[config.mk]
export PLATFORM = sky130hd
export DESIGN_NAME = uart_imem_loader
export DESIGN_NICKNAME = d
export VERILOG_FILES = /design/src/rtl/uart_imem_loader_pkg.sv /design/src/rtl/uart_imem_loader_uart_rx.sv /design/src/rtl/uart_imem_loader.sv
export SDC_FILE = /design/constraint.sdc
export NUM_CORES = 1
export LEC_CHECK = 0
export CAP_MARGIN = 0
export CORE_MARGIN = 3
export CORE_UTILIZATION = 51
export DETAILED_ROUTE_END_ITERATION = 10
export GPL_TIMING_DRIVEN = 0
export MAX_ROUTING_LAYER = met4
export PLACE_DENSITY_LB_ADDON = 0.05
export REMOVE_ABC_BUFFERS = 1
export SLEW_MARGIN = 5
export SYNTH_ARGS = -nofsm -noshare
export SYNTH_HDL_FRONTEND = slang
export SYNTH_SLANG_ARGS = --single-unit
export TNS_END_PERCENT = 100
[constraint.sdc]
create_clock -name clk -period 2.2 [get_ports clk]
set_clock_uncertainty 0.05 [all_clocks]
set_input_delay 0.33 -clock clk [delete_from_list [all_inputs] [get_ports clk]]
set_output_delay 0.33 -clock clk [all_outputs]
set_load 0.005 [all_outputs]
[src/rtl/uart_imem_loader_pkg.sv]
// rtl/uart_imem_loader_pkg.sv - shared state encodings and baud-divider constants for the UART image loader
package uart_imem_loader_pkg;

  typedef enum logic [1:0] {
    ST_LEN  = 2'd0,
    ST_DATA = 2'd1,
    ST_DONE = 2'd2,
    ST_ERR  = 2'd3
  } load_state_t;

  typedef enum logic [1:0] {
    RX_IDLE  = 2'd0,
    RX_START = 2'd1,
    RX_DATA  = 2'd2,
    RX_STOP  = 2'd3
  } rx_state_t;

  // Integer division truncates, so the bit period is rounded down.
  function automatic int unsigned calc_clks_per_bit(input int unsigned clk_hz,
                                                     input int unsigned baud);
    return clk_hz / baud;
  endfunction

endpackage

[src/rtl/uart_imem_loader_uart_rx.sv]
// rtl/uart_imem_loader_uart_rx.sv - 8N1 UART receiver with input synchronizer
module uart_rx
  import uart_imem_loader_pkg::*;
#(
  parameter int unsigned CLK_FREQ_HZ = 23000000,
  parameter int unsigned BAUD        = 115200
) (
  input  logic       clk,
  input  logic       rst,
  input  logic       rx,
  output logic [7:0] byte_data,
  output logic       byte_valid,
  output logic       frame_err
);

  localparam int unsigned CPB  = calc_clks_per_bit(CLK_FREQ_HZ, BAUD);
  localparam int unsigned HALF = CPB / 2;
  localparam int          CW   = $clog2(CPB);
  localparam logic [CW-1:0] CPB_M1  = CW'(CPB - 1);
  localparam logic [CW-1:0] HALF_M1 = CW'(HALF - 1);

  logic            rx_meta, rx_sync, rx_prev;
  logic            fall;
  rx_state_t       state, state_n;
  logic [CW-1:0]   cnt, cnt_n;
  logic [2:0]      bit_idx, bit_idx_n;
  logic [7:0]      shreg, shreg_n;
  logic            valid_n, ferr_n;

  assign fall      = rx_prev & ~rx_sync;
  assign byte_data = shreg;

  // Two-flop synchronizer plus one delayed copy for falling-edge detection; idles high.
  always_ff @(posedge clk or negedge rst) begin
    if (!rst) begin
      rx_meta <= 1'b1;
      rx_sync <= 1'b1;
      rx_prev <= 1'b1;
    end else begin
      rx_meta <= rx;
      rx_sync <= rx_meta;
      rx_prev <= rx_sync;
    end
  end

  // Receiver state and datapath registers.
  always_ff @(posedge clk or negedge rst) begin
    if (!rst) begin
      state      <= RX_IDLE;
      cnt        <= '0;
      bit_idx    <= '0;
      shreg      <= '0;
      byte_valid <= 1'b0;
      frame_err  <= 1'b0;
    end else begin
      state      <= state_n;
      cnt        <= cnt_n;
      bit_idx    <= bit_idx_n;
      shreg      <= shreg_n;
      byte_valid <= valid_n;
      frame_err  <= ferr_n;
    end
  end

  // Start-bit qualification at half a bit, then sample every full bit from the start midpoint.
  always_comb begin
    state_n   = state;
    cnt_n     = cnt;
    bit_idx_n = bit_idx;
    shreg_n   = shreg;
    valid_n   = 1'b0;
    ferr_n    = 1'b0;
    unique case (state)
      RX_IDLE: begin
        if (fall) begin
          state_n = RX_START;
          cnt_n   = '0;
        end
      end
      RX_START: begin
        if (cnt == HALF_M1) begin
          cnt_n = '0;
          if (rx_sync) begin
            state_n = RX_IDLE;
          end else begin
            state_n   = RX_DATA;
            bit_idx_n = '0;
          end
        end else begin
          cnt_n = cnt + CW'(1);
        end
      end
      RX_DATA: begin
        if (cnt == CPB_M1) begin
          cnt_n   = '0;
          shreg_n = {rx_sync, shreg[7:1]};
          if (bit_idx == 3'd7) begin
            state_n = RX_STOP;
          end else begin
            bit_idx_n = bit_idx + 3'd1;
          end
        end else begin
          cnt_n = cnt + CW'(1);
        end
      end
      RX_STOP: begin
        if (cnt == CPB_M1) begin
          cnt_n   = '0;
          state_n = RX_IDLE;
          if (rx_sync) begin
            valid_n = 1'b1;
          end else begin
            ferr_n = 1'b1;
          end
        end else begin
          cnt_n = cnt + CW'(1);
        end
      end
      default: state_n = RX_IDLE;
    endcase
  end

endmodule

[src/rtl/uart_imem_loader.sv]
// rtl/uart_imem_loader.sv - loads a length-prefixed instruction image from UART into IMEM
module uart_imem_loader
  import uart_imem_loader_pkg::*;
#(
  parameter int unsigned CLK_FREQ_HZ = 23000000,
  parameter int unsigned BAUD        = 115200,
  parameter int unsigned IMEM_AW     = 14
) (
  input  logic               clk,
  input  logic               rst,
  input  logic               uart_rx,
  input  logic               load_start,
  output logic               imem_we,
  output logic [IMEM_AW-1:0] imem_addr,
  output logic [31:0]        imem_wdata,
  output logic               cpu_hold,
  output logic               load_done,
  output logic               load_err
);

  localparam logic [32:0] DEPTH = 33'd1 << IMEM_AW;

  logic [7:0]         byte_data;
  logic               byte_valid;
  logic               frame_err;

  load_state_t        state, state_n;
  logic [1:0]         byte_cnt;
  logic [31:0]        word_sr;
  logic [IMEM_AW-1:0] index;
  logic [IMEM_AW-1:0] n_last;

  logic [31:0]        assembled;
  logic               word_done;
  logic               len_bad;
  logic               in_load;
  logic               restart;

  uart_rx #(
    .CLK_FREQ_HZ(CLK_FREQ_HZ),
    .BAUD       (BAUD)
  ) u_rx (
    .clk       (clk),
    .rst       (rst),
    .rx        (uart_rx),
    .byte_data (byte_data),
    .byte_valid(byte_valid),
    .frame_err (frame_err)
  );

  // Little-endian: each new byte enters at the top, so after four bytes the first is at [7:0].
  assign assembled = {byte_data, word_sr[31:8]};
  assign word_done = byte_valid && (byte_cnt == 2'd3);
  assign len_bad   = (assembled == 32'd0) || ({1'b0, assembled} > DEPTH);
  assign in_load   = (state == ST_LEN) || (state == ST_DATA);
  assign restart   = load_start && ((state == ST_DONE) || (state == ST_ERR));

  // Loader state register.
  always_ff @(posedge clk or negedge rst) begin
    if (!rst) begin
      state <= ST_LEN;
    end else begin
      state <= state_n;
    end
  end

  // Next state and status outputs; DONE is entered on the cycle of the last write so
  // load_done rises the cycle after that imem_we.
  always_comb begin
    state_n   = state;
    cpu_hold  = 1'b1;
    load_done = 1'b0;
    load_err  = 1'b0;
    unique case (state)
      ST_LEN: begin
        if (frame_err) begin
          state_n = ST_ERR;
        end else if (word_done) begin
          state_n = len_bad ? ST_ERR : ST_DATA;
        end
      end
      ST_DATA: begin
        if (frame_err) begin
          state_n = ST_ERR;
        end else if (imem_we && (index == n_last)) begin
          state_n = ST_DONE;
        end
      end
      ST_DONE: begin
        cpu_hold  = 1'b0;
        load_done = 1'b1;
        if (load_start) state_n = ST_LEN;
      end
      ST_ERR: begin
        load_err = 1'b1;
        if (load_start) state_n = ST_LEN;
      end
      default: state_n = ST_LEN;
    endcase
  end

  // Byte assembly, word index and the registered IMEM write port.
  always_ff @(posedge clk or negedge rst) begin
    if (!rst) begin
      byte_cnt   <= '0;
      word_sr    <= '0;
      index      <= '0;
      n_last     <= '0;
      imem_we    <= 1'b0;
      imem_addr  <= '0;
      imem_wdata <= '0;
    end else begin
      imem_we <= 1'b0;

      if (restart) begin
        byte_cnt <= '0;
        word_sr  <= '0;
        index    <= '0;
      end else if (byte_valid && in_load) begin
        byte_cnt <= byte_cnt + 2'd1;
        word_sr  <= assembled;
      end

      if ((state == ST_LEN) && word_done && !len_bad) begin
        n_last <= IMEM_AW'(assembled - 32'd1);
        index  <= '0;
      end

      if ((state == ST_DATA) && word_done) begin
        imem_we    <= 1'b1;
        imem_addr  <= index;
        imem_wdata <= assembled;
      end

      // The index parks on the last word so it never runs past N-1.
      if ((state == ST_DATA) && imem_we && (index != n_last)) begin
        index <= index + IMEM_AW'(1);
      end
    end
  end

endmodule

# After elaboration in Yosys (flattened, before gate mapping)
# Cells that the tools add are included.
[totals] input_bits=4 reg_bits=137 elab_cells=112
[op_classes] eq_ne=22 mux=40 addsub=5 bitwise=2 n_lt_le_gt_ge=1 n_reduce_logical=25
[ops] cell="$mux 32" n=2
[ops] cell="$mux 14" n=3
[ops] cell="$gt 32x15->1 const B" n=1
[ops] cell="$logic_not 32->1" n=1
[ops] cell="$mux 2" n=14
[ops] cell="$mux 8" n=3
[ops] cell="$pmux 8 s3" n=1
[ops] cell="$add 14x1->14 const B" n=1
[ops] cell="$eq 14x14->1" n=1
[ops] cell="$ne 14x14->1" n=1
[ops] cell="$sub 14x1->14 const B" n=1
[ops] cell="$mux 3" n=4
[ops] cell="$ne 2x1->1 const B" n=6
[ops] cell="$eq 2x2->1 const B" n=5
[ops] cell="$mux 1" n=10
[ops] cell="$reduce_and 5->1" n=2
[ops] cell="$logic_and 1x1->1" n=9
[ops] cell="$add 8x1->8 const B" n=1
[ops] cell="$eq 8x7->1 const B" n=1
[ops] cell="$eq 8x8->1 const B" n=1
[ops] cell="$pmux 2 s4" n=1
[ops] cell="$ne 3x2->1 const B" n=2
[ops] cell="$pmux 2 s3" n=1
[ops] cell="$pmux 3 s2" n=1
[ops] cell="15 further kinds" n=22

# Longest topological paths before layout
# Gate-level depths: netlist (run 1).
[logic_depth] ltp_word=6 mapped_depth=9 ltp_nobuf=8

# Hierarchy
# Synthesis (run 1) repeated with hierarchy kept, for this count alone.
[hier_totals] cells_unflattened=497 hier_area_um2=5962.0
[by_module_without_submodules] module="uart_imem_loader" cells_per_inst=384 area_each_um2=4698.3 n_inst=1
[by_module_without_submodules] module="uart_rx" cells_per_inst=113 area_each_um2=1263.7 n_inst=1

# Worst setup path after synthesis (run 1)
# No wires, ideal clock.
[synth_path] path_type="register -> register" from="register word_sr[16]" to="register index[6]" path_buffers=1 t_arrival_ps=1981 setup_ps=126 stages_incl_launch_ff=8 period_less_slack_ps=2157 setup_slack_ps=43 cell_sequence="dfrtp_1 > clkbuf_2 > nor4_1 > nand4_1 > mux2i_1 > o31ai_4 > nor2_4 > a221o_1"
[synth_via] elab_chain_cells=6 word_cells_on_any_way=8 classes_between="1 x order compare; 2 x mux; 5 x reduce/logical"
[synth_rtl] element="from (decl)" line_no="uart_imem_loader.sv:29" source="logic [31:0] word_sr;"
[synth_rtl] element="from (signal assigned)" line_no="uart_imem_loader.sv:121" source="word_sr <= assembled;"
[synth_rtl] element="$gt 32x15->1 or $logic_not 32->1 (tied branches)" line_no="uart_imem_loader.sv:54" source="assign len_bad = (assembled == 32'd0) || ({1'b0, assembled} > DEPTH);"
[synth_rtl] element="$logic_or 1x1->1 (*)" line_no="uart_imem_loader.sv:54"
[synth_rtl] element="$logic_not 1->1 (*)" line_no="uart_imem_loader.sv:124" source="if ((state == ST_LEN) && word_done && !len_bad) begin"
[synth_rtl] element="$logic_and 1x1->1 (*)" line_no="uart_imem_loader.sv:124"
[synth_rtl] element="$mux 14" line_no="uart_imem_loader.sv:124"
[synth_rtl] element="$mux 14" line_no="uart_imem_loader.sv:136" source="if ((state == ST_DATA) && imem_we && (index != n_last)) begin"
[synth_rtl] element="to (signal assigned)" line_no="uart_imem_loader.sv:137" source="index <= index + IMEM_AW'(1);"
[synth_rtl] element="to (decl)" line_no="uart_imem_loader.sv:30" source="logic [IMEM_AW-1:0] index;"
# Mark *: on every way between the ends. The rest lies on a longest branch, timed or not.
# A chain may end at the register's enable or synchronous reset.

# Worst setup path after layout (run 1)
[layout_path] from="register word_sr[17]" to="register n_last[0]"
[layout_via] elab_chain_cells=4 word_cells_on_any_way=5 classes_between="1 x order compare; 4 x reduce/logical"
[layout_rtl] element="$gt 32x15->1 or $logic_not 32->1 (tied branches)" line_no="uart_imem_loader.sv:54"
[layout_rtl] element="$logic_or 1x1->1 (*)" line_no="uart_imem_loader.sv:54"
[layout_rtl] element="$logic_not 1->1 (*)" line_no="uart_imem_loader.sv:124"
[layout_rtl] element="$logic_and 1x1->1 (*)" line_no="uart_imem_loader.sv:124"
[layout_rtl] element="to (signal assigned)" line_no="uart_imem_loader.sv:125" source="n_last <= IMEM_AW'(assembled - 32'd1);"
[layout_rtl] element="to (decl)" line_no="uart_imem_loader.sv:31" source="logic [IMEM_AW-1:0] n_last;"
# Marked as above.

==> results of run 1 <==
## cell families (layout without fill, tap and decap cells)
group	after synthesis	in the layout	share of synthesized area, %
mux	57	57	11.3
fa+ha+maj	8	8	1.77
compound gates	82	83	10.7
simple gates	135	136	12.6
flops	129	129	57.2
buf+inv	28	123	1.97
xor+xnor	29	29	4.49
## state kept, by name, indices dropped and copies added (netlist names), 2 cells and up, named ones only
register / cells
u_rx.cnt: 8
u_rx.byte_data: 8
imem_addr: 14
index: 14
u_rx.bit_idx: 3
byte_cnt: 2
imem_wdata: 32
word_sr: 24
state: 2
n_last: 14
## path summary, 6_finish.rpt
kind,start,end,cells after the start
max,word_sr[17],n_last[0],7
min,uart_rx,u_rx.rx_meta,1
max reg2reg,word_sr[17],n_last[0],7
min reg2reg,u_rx.rx_meta,u_rx.rx_sync,0
max in group asynchronous,rst,u_rx.rx_meta,3
min in group asynchronous,rst,index[3],2
## power by group through the flow
stage               Combinational [W]  Sequential [W]  Clock, W
floorplan                    0.000192         0.00251         0
global placement             0.000280         0.00252         0
detailed placement           0.000299         0.00252         0
CTS                          0.000315         0.00249   0.00259
global route                 0.000414         0.00251   0.00273
finish                       0.000364         0.00250   0.00256
## timing repair
action,CTS,global route
pin swaps,13,7
endpoints found under the hold margin,44,0
gates resized for setup,20,25
cloned,1,1
setup buffers,11,13
endpoints found under the setup margin,64,45
hold buffers,1,0
## per-stage QoR
step | instance area (um^2) | power [W] | setup TNS (ns) | hold slack [ns]
floorplan | 5570 | 0.00270 | -22.67 | -0.0156
global placement | 6270 | 0.00280 | -627.98 | 0.297
detailed placement | 6370 | 0.00282 | -10.11 | 0.229
CTS | 7130 | 0.00540 | -0.443 | 0.155
global route | 7370 | 0.00565 | -1.03 | 0.167
finish | 7370 | 0.00542 | -0.0178 | 0.168
## metal layers
metal	share of wire, %	vias to the layer above	global-route usage [%]
li1	-	1866	-
met2	49	81	30.8
met3	3.6	12	5.57
met1	46	1991	26.9
met5	0	-	-
met4	0.97	0	6.00
## placed cells by master, fill, tap and decap left out, types with 3 or more instances in the layout
cell / n
nand4_1: 7
nor3_4: 3
a21oi_1: 14
nand2_1: 26
ha_1: 7
xnor2_1: 23
dfstp_2: 3
buf_4: 16
nor2_1: 34
o21ai_0: 17
buf_12: 3
clkdlybuf4s50_1: 52
a31oi_1: 3
nor4_2: 3
nor3_1: 10
dfrtp_1: 121
a22o_1: 25
and3_1: 11
nand2b_1: 6
dfrtp_2: 5
clkinvlp_4: 6
clkbuf_16: 16
or2_2: 3
mux2_2: 53
a211o_2: 5
o31ai_1: 3
clkbuf_8: 5
nor2_4: 4
nor4_1: 3
buf_6: 6
inv_1: 7
nor2b_1: 4
nand3_1: 5
xor2_1: 6
## layout make-up
cell class	instances	area, um^2	area share [%]
Clock inverter	11	81.3	1.10
Timing Repair Buffer	82	863	11.7
Inverter	9	33.8	0.458
Tap cell	136	170	2.31
Clock buffer	21	469	6.36
Multi-Input combinational cell	313	2520	34.1
Sequential cell	129	3240	43.9
==> out/qor.csv, run 1 <==
stage,metric,value,unit
setup_path,cp.arrival,2.57,ns
placement,place_inst,642,
logic_synthesis,syn_area,5650,um^2
logic_synthesis,avgSynthCellArea,12.1,um^2
logic_synthesis,post-synth-top-count-cell,dfrtp_1,
die,die_area,12400,um^2
die,die_y,111,um
clock_tree,clk_latency,0.52,ns
grt,grt_overflow_total,0,
logic_synthesis,post-synth-top-area-cell,dfrtp_1,
timing,finalWorstSetupSlack,-0.0117,ns
die,core,10600,um^2
setup_path,crit_path_max_incr_delay,0.46,ns
placement,gp_congestion,0.808,
power,combPwrFrac,6.7,%
timing,fin_crit,2.21,ns
power,pwr-share-seq,46.1,%
logic_synthesis,synth_top_area_share,55.8,%
cells_and_area,fin_nets,564,
grt,track_usage,20.3,%
timing,fin_crit_sh,101,%
grt,first_global_vias,3930,
drt,routed_wl,11900,um
power,peakVddDrop,0.000490,V
cells_and_area,fillCellCount,753,
grt,grt_pass1_wl,19900,um
setup_path,crit_slowest_cell,dfrtp_2,
logic_synthesis,async_flop_share,100,%
logic_synthesis,synth_edf_count,0,
setup_path,worst_path_dominant_cell_family,simple AND/OR/NAND/NOR gates,
clock_tree,htree_levels,4,
drt,via_per_inst,5.63,
hold_path,hold_class,input pin to flop,
drt,ant_nets,0,
power,powerDensity,735,nW/um^2
drt,drcViolationCount,0,
clock_tree,clk_pin_slew,0.06,ns
drt,drtIter0Drc,241,
placement,dp_slack,-0.489,ns
placement,port_buffers,53,
timing,hold_viol_final,0,
logic_synthesis,synth_commonest_cells,"dfrtp_1 (126), mux2_2 (55), nor2_1 (38), nand2_1 (26), a22o_1 (25)",
cells_and_area,diodes,0,
run,cap_violations,0,
setup_path,crit_path_cell_trace,nor4_4 > nand4_1 > mux2i_4 > buf_12 > nor3_4 > buf_6 > mux2_4,
clock_tree,cts_made_buffers,17,
grt,grt_max_degree,86,
drt,wl_per_cell,16.9,um
cells_and_area,area_delta_synth_final,30.4,%
power,p_clk_share,47.1,%
cells_and_area,fin_util,69.8,%
drt,vias,3950,
setup_path,cp-end-kind,flop,
placement,dpl.hpwl,7380,um
clock_tree,cts_root_buf,clkbuf_8,
clock_tree,cts_tree,yes,
setup_path,r2r_setup_slack,-0.01,ns
grt,antenna_found_initial,0,
timing,slew_headroom,59.8,%
drt,first_pass_iters,4,
logic_synthesis,synth_area_leaders,"dfrtp_1 (56%), mux2_2 (11%), a22o_1 (3.9%)",
timing,slew_viol_final,0,
logic_synthesis,ys.flop_type,dfrtp_1,
timing,rsz0062_at_grt,yes,
cells_and_area,final_cell_count_no_fill,701,
logic_synthesis,ys_ff_latch,129,
setup_path,cp-start-kind,flop,
run_status,violations,negative setup slack,
timing,setup_viol,2,
setup_path,cp_num_buf_inv,2,
power,sw_frac_of_total,24.9,%
logic_synthesis,synthCells,468,
setup_path,crit_required,2.56,ns
clock_tree,clockBufferDepth,2,
die,ios,54,
die,start_util,53.5,%
power,p_int,0.00407,W
setup_path,cp_max_fo,6,
clock_tree,clock_sink_count,129,
logic_synthesis,synth-seq-area-share,57.2,%
logic_synthesis,ys_warn_count,0,
die,rows,37,
setup_path,critPathKind,flop to flop,
run_status,status,finished with violations,
die,die_x,111,um
timing,fmaxAchievable,452,MHz
power,leakagePower,3.48,nW
timing,tightest_slew,0.601,ns
cells_and_area,layout-drive-gt1-share,29.6,%
logic_synthesis,synthDistinctLibCells,50,
power,power.switching,0.00135,W
Note: power is estimated with default switching activity, not from simulation.
==> run 2: changes to the inputs <==
--- a/config.mk
+++ b/config.mk
@@ -6,13 +6,14 @@
 export NUM_CORES = 1
 export LEC_CHECK = 0
 export CAP_MARGIN = 0
+export CELL_PAD_IN_SITES_DETAIL_PLACEMENT = 0
+export CELL_PAD_IN_SITES_GLOBAL_PLACEMENT = 2
 export CORE_MARGIN = 3
-export CORE_UTILIZATION = 51
+export CORE_UTILIZATION = 35
 export DETAILED_ROUTE_END_ITERATION = 10
 export GPL_TIMING_DRIVEN = 0
 export MAX_ROUTING_LAYER = met4
 export PLACE_DENSITY_LB_ADDON = 0.05
-export REMOVE_ABC_BUFFERS = 1
 export SLEW_MARGIN = 5
 export SYNTH_ARGS = -nofsm -noshare
 export SYNTH_HDL_FRONTEND = slang
==> out/qor.csv, run 2 (synthesized netlist as in run 1, its figures left out) <==
stage,metric,value,unit
run_status,status,"finished, final reports clean",
drt,routed_wl,13500,um
grt,first_global_vias,4131,
clock_tree,clock_sink_count,129,
clock_tree,cts_root_buf,clkbuf_16,
cells_and_area,fillCellCount,1393,
timing,tightest_slew,0.720,ns
timing,rsz0062_at_grt,yes,
power,pwr-share-seq,45.4,%
grt,track_usage,16.4,%
setup_path,cp.arrival,2.45,ns
setup_path,reg2reg_depth,6,
setup_path,crit_required,2.45,ns
cells_and_area,largest_reg_flops,32,
power,p_clk_share,47.8,%
setup_path,crit_path_max_incr_delay,0.53,ns
die,die_x,133,um
timing,hold_viol_final,0,
setup_path,cp_num_buf_inv,1,
drt,vias,3991,
placement,port_buffers,53,
power,powerDensity,715,nW/um^2
clock_tree,cts_made_buffers,17,
cells_and_area,regArea,3250,um^2
drt,via_per_inst,4.98,
clock_tree,cts_tree,yes,
timing,finalWorstSetupSlack,0.00593,ns
clock_tree,clk_latency,0.42,ns
cells_and_area,area_delta_synth_final,34.6,%
placement,gp_congestion,0.795,
grt,grt_max_degree,80,
grt,grt_pass1_wl,22300,um
run,cap_violations,0,
cells_and_area,diodes,0,
placement,placed_area,6470,um^2
cells_and_area,layout-drive-gt1-share,34.3,%
drt,first_pass_iters,4,
power,leakagePower,3.57,nW
drt,wl_per_cell,16.9,um
setup_path,cp-end-kind,flop,
timing,slew_headroom,52.0,%
power,p_int,0.00409,W
setup_path,path_depth,6,
cells_and_area,fin_nets,590,
grt,antenna_found_initial,0,
setup_path,critPathKind,flop to flop,
timing,fin_crit_sh,99.7,%
cells_and_area,final_area,7610,um^2
setup_path,crit_path_cell_trace,or4_4 > nor2_4 > nand4_4 > buf_4 > nor3_4 > mux2_2,
power,combPwrFrac,6.7,%
cells_and_area,largestRegisters,"imem_wdata (32), word_sr (24)",
setup_path,worst_path_dominant_cell_family,simple AND/OR/NAND/NOR gates,
timing,slew_viol_final,0,
setup_path,cp-start-kind,flop,
drt,drtIter0Drc,247,
setup_path,r2r_setup_slack,0.006,ns
die,die_area,17700,um^2
hold_path,hold_depth,1,
cells_and_area,regMostFlops,imem_wdata,
clock_tree,clockBufferDepth,2,
die,rows,45,
logic_synthesis,synth_fp_nets,480,
grt,grt_overflow_total,0,
die,ios,54,
timing,fmaxAchievable,456,MHz
drt,drcViolationCount,0,
die,start_util,36.5,%
timing,setup_viol,0,
power,power.switching,0.00135,W
die,core,15500,um^2
placement,dpl.hpwl,8880,um
hold_path,hold_class,input pin to flop,
cells_and_area,mostFrequentLayoutCells,"dfrtp_1 (113), mux2_2 (55), clkdlybuf4s50_1 (52)",
die,die_y,133,um
placement,dp_slack,-0.356,ns
drt,ant_nets,0,
cells_and_area,multi_input_area,2540,um^2
setup_path,crit_slowest_cell,or4_4,
clock_tree,clk_pin_slew,0.06,ns
cells_and_area,final_common_cell,dfrtp_1,
timing,fin_crit,2.19,ns
power,sw_frac_of_total,24.8,%
clock_tree,htree_levels,4,
power,peakVddDrop,0.000513,V
timing,setup_tns,0,ns
setup_path,cp_max_fo,5,
==> run 2: cell types whose count changed in the layout (fill, tap and decap cells not counted), moves of 7 or more <==
| cell | before | now |
|---|---|---|
| a21oi_2 | 1 | 11 |
| buf_4 | 16 | 35 |
| a21oi_1 | 14 | 4 |
| dfrtp_2 | 5 | 13 |
| dfrtp_1 | 121 | 113 |
| clkbuf_1 | 0 | 7 |
==> run 2: cell type report <==
cell class,instances,area share [%]
timing repair buffer,93,11.6
sequential,129,42.7
multi-input combinational,311,33.4
buffer,17,1.18
clock inverter,15,1.58
clock buffer,17,5.59
tap,211,3.47
inverter,9,0.444
==> run 2: per-layer routing <==
metal | track usage, % | vias to the layer above | routed length (um)
li1 | - | 1912 | -
met1 | 22.2 | 2005 | 6650
met2 | 24.3 | 62 | 6320
met3 | 4.33 | 12 | 423
met4 | 4.85 | 0 | 131
met5 | - | - | 0
==> run 2: power groups by stage <==
stage               sequential [W]  combinational [W]  clock [W]
floorplan                  0.00250           0.000211          0
global placement           0.00251           0.000322          0
finish                     0.00247           0.000367    0.00260
global route               0.00248           0.000430    0.00279
CTS                        0.00247           0.000366    0.00268
detailed placement         0.00251           0.000332          0
==> run 2: stage by stage <==
stage	hold WS [ns]	power, W	util [%]	cells
2_1_floorplan	-0.0156	0.00271	-	468
3_3_place_gp	0.297	0.00283	41.6	732
3_5_place_dp	0.260	0.00284	41.8	733
4_1_cts	0.248	0.00552	46.6	777
5_1_grt	0.263	0.00570	49.1	802
6_report	0.267	0.00544	49.1	802
==> run 2: timing repair <==
item,in CTS,in global routing
gates cloned,0,2
buffers inserted,13,23
pin swaps,13,16
hold buffers,1,0
endpoints found under the setup margin,43,61
gates resized for setup,24,52
endpoints found under the hold margin,47,0
==> run 2: final timing paths <==
path | start | to
max in group asynchronous | rst | index[9]
worst max-delay path | word_sr[30] | n_last[0]
min in group asynchronous | rst | imem_addr[8]
worst min register to register | u_rx.rx_meta | u_rx.rx_sync
worst max register to register | word_sr[30] | n_last[0]
worst min-delay path | uart_rx | u_rx.rx_meta
